**config.mk**
```make
export PLATFORM = sky130hd
export DESIGN_NAME = muxed_scan_bank_flat
export DESIGN_NICKNAME = d
export VERILOG_FILES = /design/src/rtl/muxed_scan_bank_if.sv /design/src/rtl/muxed_scan_bank.sv /design/src/flat_wrapper.sv
export SDC_FILE = /design/constraint.sdc
export NUM_CORES = 1
export LEC_CHECK = 0
export ABC_AREA = 1
export CAP_MARGIN = 20
export CORE_UTILIZATION = 49
export DETAILED_ROUTE_END_ITERATION = 10
export PLACE_DENSITY = 0.84
export SLEW_MARGIN = 20
export SYNTH_ARGS = -nofsm -noshare
export SYNTH_HDL_FRONTEND = slang
export SYNTH_SLANG_ARGS = --single-unit
```
**constraint.sdc**
```tcl
create_clock -name clk -period 2.7 [get_ports clk]
set_input_delay 0.54 -clock clk [delete_from_list [all_inputs] [get_ports clk]]
set_output_delay 0.54 -clock clk [all_outputs]
set_load 0.05 [all_outputs]
```
**src/rtl/muxed_scan_bank_if.sv**
```systemverilog
// muxed_scan_bank_if: functional, scan and sequencer signals of the scan register bank.
`default_nettype none

interface muxed_scan_bank_if #(
  parameter int WIDTH  = 8,
  parameter int CHAINS = 1
);
  logic [WIDTH-1:0]  d;
  logic [WIDTH-1:0]  q;
  logic              fe;
  logic              se_ext;
  logic [CHAINS-1:0] si;
  logic [CHAINS-1:0] so;
  logic              start;
  logic              busy;
  logic              done;
  logic [15:0]       sig;

  modport master (
    output d, fe, se_ext, si, start,
    input  q, so, busy, done, sig
  );

  modport slave (
    input  d, fe, se_ext, si, start,
    output q, so, busy, done, sig
  );
endinterface

`default_nettype wire

```
**src/rtl/muxed_scan_bank.sv**
```systemverilog
// muxed_scan_bank: muxed-D scan register bank with shift/capture sequencer.
// Optional MISR signature on the scan-out bits is enabled with SCAN_MISR_EN.
`default_nettype none

module muxed_scan_bank #(
  parameter int WIDTH  = 8,
  parameter int CHAINS = 1
) (
  input  logic            clk,
  input  logic            rst_n,
  muxed_scan_bank_if.slave bus
);
  localparam int CHAIN_LEN = WIDTH / CHAINS;
  localparam int CNT_W     = $clog2(CHAIN_LEN + 1);
  localparam logic [CNT_W-1:0] C_LAST = CNT_W'(CHAIN_LEN - 1);

  typedef enum logic [1:0] {
    S_IDLE  = 2'd0,
    S_SHIFT = 2'd1,
    S_CAPT  = 2'd2,
    S_DONE  = 2'd3
  } state_t;

  state_t            r_state;
  logic [CNT_W-1:0]  r_cnt;
  logic [WIDTH-1:0]  r_q;
  logic              r_busy;
  logic              r_done;
  logic [WIDTH-1:0]  w_shift;
  logic [CHAINS-1:0] w_so;

  // Each chain shifts toward its low bit; SI enters at the top.
  for (genvar c = 0; c < CHAINS; c++) begin : g_chain
    if (CHAIN_LEN == 1) begin : g_single
      assign w_shift[c] = bus.si[c];
    end else begin : g_multi
      assign w_shift[c*CHAIN_LEN +: CHAIN_LEN] =
        {bus.si[c], r_q[c*CHAIN_LEN+1 +: CHAIN_LEN-1]};
    end
    assign w_so[c] = r_q[c*CHAIN_LEN];
  end

`ifdef SCAN_MISR_EN
  logic [15:0] r_sig;
  logic [15:0] w_sig_next;
  assign w_sig_next = {r_sig[14:0], 1'b0} ^ (r_sig[15] ? 16'h1021 : 16'h0000) ^ 16'(w_so);
  assign bus.sig    = r_sig;
`else
  assign bus.sig = 16'h0000;
`endif

  always_ff @(posedge clk or negedge rst_n) begin
    if (!rst_n) begin
      r_state <= S_IDLE;
      r_cnt   <= '0;
      r_q     <= '0;
      r_busy  <= 1'b0;
      r_done  <= 1'b0;
`ifdef SCAN_MISR_EN
      r_sig   <= 16'h0000;
`endif
    end else begin
      case (r_state)
        S_IDLE: begin
          // An accepted start takes the edge: no shift and no load.
          if (bus.start) begin
            r_state <= S_SHIFT;
            r_cnt   <= '0;
            r_busy  <= 1'b1;
`ifdef SCAN_MISR_EN
            r_sig   <= 16'h0000;
`endif
          end else if (bus.se_ext) begin
            r_q <= w_shift;
          end else if (bus.fe) begin
            r_q <= bus.d;
          end
        end
        S_SHIFT: begin
          r_q   <= w_shift;
          r_cnt <= r_cnt + 1'b1;
`ifdef SCAN_MISR_EN
          r_sig <= w_sig_next;
`endif
          if (r_cnt == C_LAST) begin
            r_state <= S_CAPT;
          end
        end
        S_CAPT: begin
          r_q     <= bus.d;
          r_state <= S_DONE;
          r_busy  <= 1'b0;
          r_done  <= 1'b1;
        end
        default: begin
          r_state <= S_IDLE;
          r_done  <= 1'b0;
        end
      endcase
    end
  end

  assign bus.q    = r_q;
  assign bus.so   = w_so;
  assign bus.busy = r_busy;
  assign bus.done = r_done;
endmodule

`default_nettype wire
```
**src/flat_wrapper.sv**
```systemverilog
// flat-port wrapper written by rule: the top's interface ports become plain ports
module muxed_scan_bank_flat 
#(
  parameter int WIDTH  = 8,
  parameter int CHAINS = 1
)
  (clk, rst_n, bus_d, bus_fe, bus_se_ext, bus_si, bus_start, bus_q, bus_so, bus_busy, bus_done, bus_sig);
  muxed_scan_bank_if #(.WIDTH(WIDTH), .CHAINS(CHAINS)) bus_i ();
  input  logic clk;
  input  logic rst_n;
  input wire logic [$bits(bus_i.d)-1:0] bus_d;
  input wire logic [$bits(bus_i.fe)-1:0] bus_fe;
  input wire logic [$bits(bus_i.se_ext)-1:0] bus_se_ext;
  input wire logic [$bits(bus_i.si)-1:0] bus_si;
  input wire logic [$bits(bus_i.start)-1:0] bus_start;
  output wire logic [$bits(bus_i.q)-1:0] bus_q;
  output wire logic [$bits(bus_i.so)-1:0] bus_so;
  output wire logic [$bits(bus_i.busy)-1:0] bus_busy;
  output wire logic [$bits(bus_i.done)-1:0] bus_done;
  output wire logic [$bits(bus_i.sig)-1:0] bus_sig;
  assign bus_i.d = bus_d;
  assign bus_i.fe = bus_fe;
  assign bus_i.se_ext = bus_se_ext;
  assign bus_i.si = bus_si;
  assign bus_i.start = bus_start;
  assign bus_q = bus_i.q;
  assign bus_so = bus_i.so;
  assign bus_busy = bus_i.busy;
  assign bus_done = bus_i.done;
  assign bus_sig = bus_i.sig;
  muxed_scan_bank #(.WIDTH(WIDTH), .CHAINS(CHAINS)) u_core (.clk(clk), .rst_n(rst_n), .bus(bus_i));
endmodule
```
==> results_tabular.tex <==
\begin{tabular}{lr}
\hline
Metric & Value \\
\hline
\multicolumn{2}{l}{\textbf{Run status}} \\
Run status & finished, final reports clean \\
\multicolumn{2}{l}{\textbf{Cells and area}} \\
Share of cells above drive strength 1 & 4.587\% \\
Finished layout cell area & 1470 µm² \\
Antenna cell count & 0 \\
Leading cell type in the layout, fill and taps excluded & sky130\_fd\_sc\_hd\_\_nand2\_1 \\
Net count of the finished layout & around 240 \\
Layout area overhead & 17.15\% \\
Most frequent cells in the layout & 99 x sky130\_fd\_sc\_hd\_\_nand2\_1, 25 x sky130\_fd\_sc\_hd\_\_inv\_1, 24 x sky130\_fd\_sc\_hd\_\_clkdlybuf4s50\_1, 16 x sky130\_fd\_sc\_hd\_\_conb\_1, 16 x sky130\_fd\_sc\_hd\_\_dfrtp\_1 \\
\multicolumn{2}{l}{\textbf{Critical path}} \\
Worst setup EP type & output port \\
Worst endpoint data arrival time & 1530 ps \\
Number of buffers and inverters on the critical path & 1 \\
Reg2reg setup slack & 1110 ps \\
Data required time of the worst path & between 2000 and 2500 ps \\
Worst-path cell with the longest stage delay & sky130\_fd\_sc\_hd\_\_clkdlybuf4s50\_1 \\
Kind of start point of the critical path & flop \\
Startpoint of the worst setup timing path & u\_core.bus.q[4] \\
Kind of critical path & reg -> out \\
Cell-by-cell listing of the critical path & clkdlybuf4s50\_1 \\
Top delay family on crit path & buffers and inverters \\
Longest individual stage delay on the worst path & 820 ps \\
Total stage count of the critical path & 1 \\
FF-to-FF End & u\_core.bus.q[5] \\
Critical Path End & bus\_q[4] \\
Reg2Reg Launch Point & u\_core.r\_state[0] \\
Cell depth of the worst flop-to-flop path & 7 \\
Largest fanout on the critical path & 4 \\
\multicolumn{2}{l}{\textbf{Timing}} \\
Ratio of final minimum period to clock period & 76.55\% \\
Maximum achievable frequency & 483.8 MHz \\
Max-slew headroom at the worst pin & 48.84\% \\
Setup Total Neg Slack & 0 ps \\
Count of final setup violators & 0 \\
Setup repair after global routing missed its margin & no \\
Max-slew violation count & 0 \\
Hold violation total from the final report & 0 \\
Worst hold-check slack & approximately 500 ps \\
Worst Tran Pin Value & between 700 and 800 ps \\
Worst setup skew after layout & 7.240 ps \\
Minimum clock period after layout & 2067 ps \\
\multicolumn{2}{l}{\textbf{Worst hold path}} \\
Class of the most critical hold timing path & reg -> reg \\
Worst hold path startpoint & u\_core.bus.busy \\
\multicolumn{2}{l}{\textbf{CTS}} \\
Post-CTS Hold Buffers & 0 \\
Number of post-CTS setup repair buffers & 0 \\
Bufs on Longest Clock Path & 2 \\
Maximum level of the CTS H-tree & 1 \\
Insertion delay of the later-clocked pin in the worst-skew pair & 280 ps \\
CTS root buffer & sky130\_fd\_sc\_hd\_\_clkbuf\_4 \\
Clock Sink Count & 16 \\
Clock transition at the registers of the reported paths & 100 ps \\
Number of clock buffers inserted by TritonCTS & 3 \\
Count of instances resized after the clock tree is built & 0 \\
Clock tree from TritonCTS & done \\
\multicolumn{2}{l}{\textbf{Place}} \\
Estimated wirelength of the detail-placed design & 1806 µm \\
Placed instance area & approximately 1400 µm² \\
Total of buffers placed on input and output ports & 24 \\
Last weighted congestion value of the routability-driven placer & slightly above 0.8 \\
\multicolumn{2}{l}{\textbf{Power and ir drop}} \\
Leak pwr & 0.8677 nW \\
Peak supply drop & about 0.7 mV \\
Power density cells & $\sim$1200 nW/µm² \\
Overall power & 1.772 mW \\
\multicolumn{2}{l}{\textbf{Yosys}} \\
Count of unique library cells instantiated by Yosys & 19 \\
Portion of the post-synthesis area used by sequential elements & between 30\% and 40\% \\
Total number of yosys warnings & 0 \\
Post-Synthesis Cell Area & 1255 µm² \\
Gate count of the mapped netlist & 195 \\
Flop and latch count out of synthesis & 16 \\
Synthesized area per cell & about 6.4 µm² \\
\multicolumn{2}{l}{\textbf{Route}} \\
Total Wirelength & 2468 µm \\
Vias & 1141 \\
Vias per cell & $\sim$4.6 \\
Iteration count of the initial detailed-routing pass & 4 \\
Remaining number of nets flagged by the antenna check after routing & 0 \\
Count of unresolved DRC violations after routing & 0 \\
Routed length per instance & approximately 10 µm \\
Violation count after the first detailed-routing iteration & 7 \\
\multicolumn{2}{l}{\textbf{Floorplan}} \\
Io pins & 41 \\
Die span in x & approximately 53 µm \\
Core Rows & 17 \\
Floorplan Core Area & 2318 µm² \\
Die Span Y & 52.61 µm \\
Die Footprint & 2767 µm² \\
Initial Util & 54.13\% \\
\multicolumn{2}{l}{\textbf{GRT}} \\
Number of global-route vias before repair & 1008 \\
Antenna violations before repair & 0 \\
Overall fraction of global-route tracks in use & roughly a fifth \\
Global-route wire length before repair & 4077 µm \\
Total grt overflow & 0 \\
Maximum number of pins on one net before global-route repair & 17 \\
\multicolumn{2}{l}{\textbf{Flow run}} \\
Max-Cap Viols & 0 \\
\hline
\end{tabular}
==> layout make-up <==
| class | instances | area, µm² |
|---|---|---|
| inverter | 26 | 100.1 |
| multi-input combinational | 147 | 650.6 |
| clock buffer | 4 | 36.28 |
| fill | 229 | 848.3 |
| timing repair buffer | 25 | 247.7 |
| sequential | 16 | 400.4 |
| tap | 28 | 35.03 |
==> per-layer routing <==
layer	GRT usage, %	vias to the layer above	wire [µm]
met5	0	-	0
met4	3.947	0	10
met3	3.478	2	120
met2	35.02	35	1164
met1	24.29	509	1172
li1	-	595	-
==> synth_stat cells, drive strengths merged <==
| master | number | area [µm²] |
|---|---|---|
| a21oi | 3 | 18.77 |
| buf | 21 | 160.2 |
| conb | 1 | 3.750 |
| dfrtp | 16 | 400.4 |
| ha | 5 | 62.56 |
| inv | 26 | 100.1 |
| nand2 | 101 | 384.1 |
| nand3 | 16 | 92.59 |
| nand4 | 1 | 6.260 |
| nor2 | 2 | 7.510 |
| o21ai | 2 | 10.00 |
| xor2 | 1 | 8.760 |
==> where the power goes <==
group	internal (mW)	leakage (nW)	total, mW	switching, mW
Sequential	0.341	0.204	0.433	0.0918
Combinational	0.374	0.643	1.18	0.808
Clock	0.0820	0.0210	0.157	0.0751
Total	0.797	0.868	1.77	0.975
==> how the worst min path moves through the flow <==
stage / to / slack (ps) / cells after the start
after floorplan: u_core.bus.busy / 240 / 0
after global placement: u_core.bus.busy / 480 / 2
after detailed placement: u_core.bus.busy / 470 / 2
after CTS: u_core.bus.busy / 500 / 2
after global routing: u_core.bus.busy / 540 / 2
final: u_core.bus.busy / 500 / 2
==> metrics by stage <==
step,std cells,worst slack [ps],utilization [%]
5_1_grt,246,567.5,63.41
4_1_cts,246,621.2,63.41
3_5_place_dp,242,856.9,61.85
3_3_place_gp,242,869.9,61.85
2_1_floorplan,210,1256,-
6_report,246,633.1,63.41
==> logic make-up (layout without fill, tap and decap cells) <==
kind of cell               Yosys count  after routing  synth area share (%)
and+or+nand+nor                    120            120                 39.08
other                                1             16                0.2988
buffers and inverters               47             55                 20.74
xor gates and xnor gates             1              1                0.6980
DFF                                 16             16                 31.90
AOI/OAI and AO/OA                    5              5                 2.293
adders and majority gates            5              5                 4.985
==> sequential cells by signal, summed over array words and instances, names as in the netlist <==
register,flops
u_core.bus.busy,1
u_core.bus.done,1
u_core.bus.q,8
u_core.r_cnt,4
u_core.r_state,2
No activity file was read; power rests on OpenSTA's default activity.
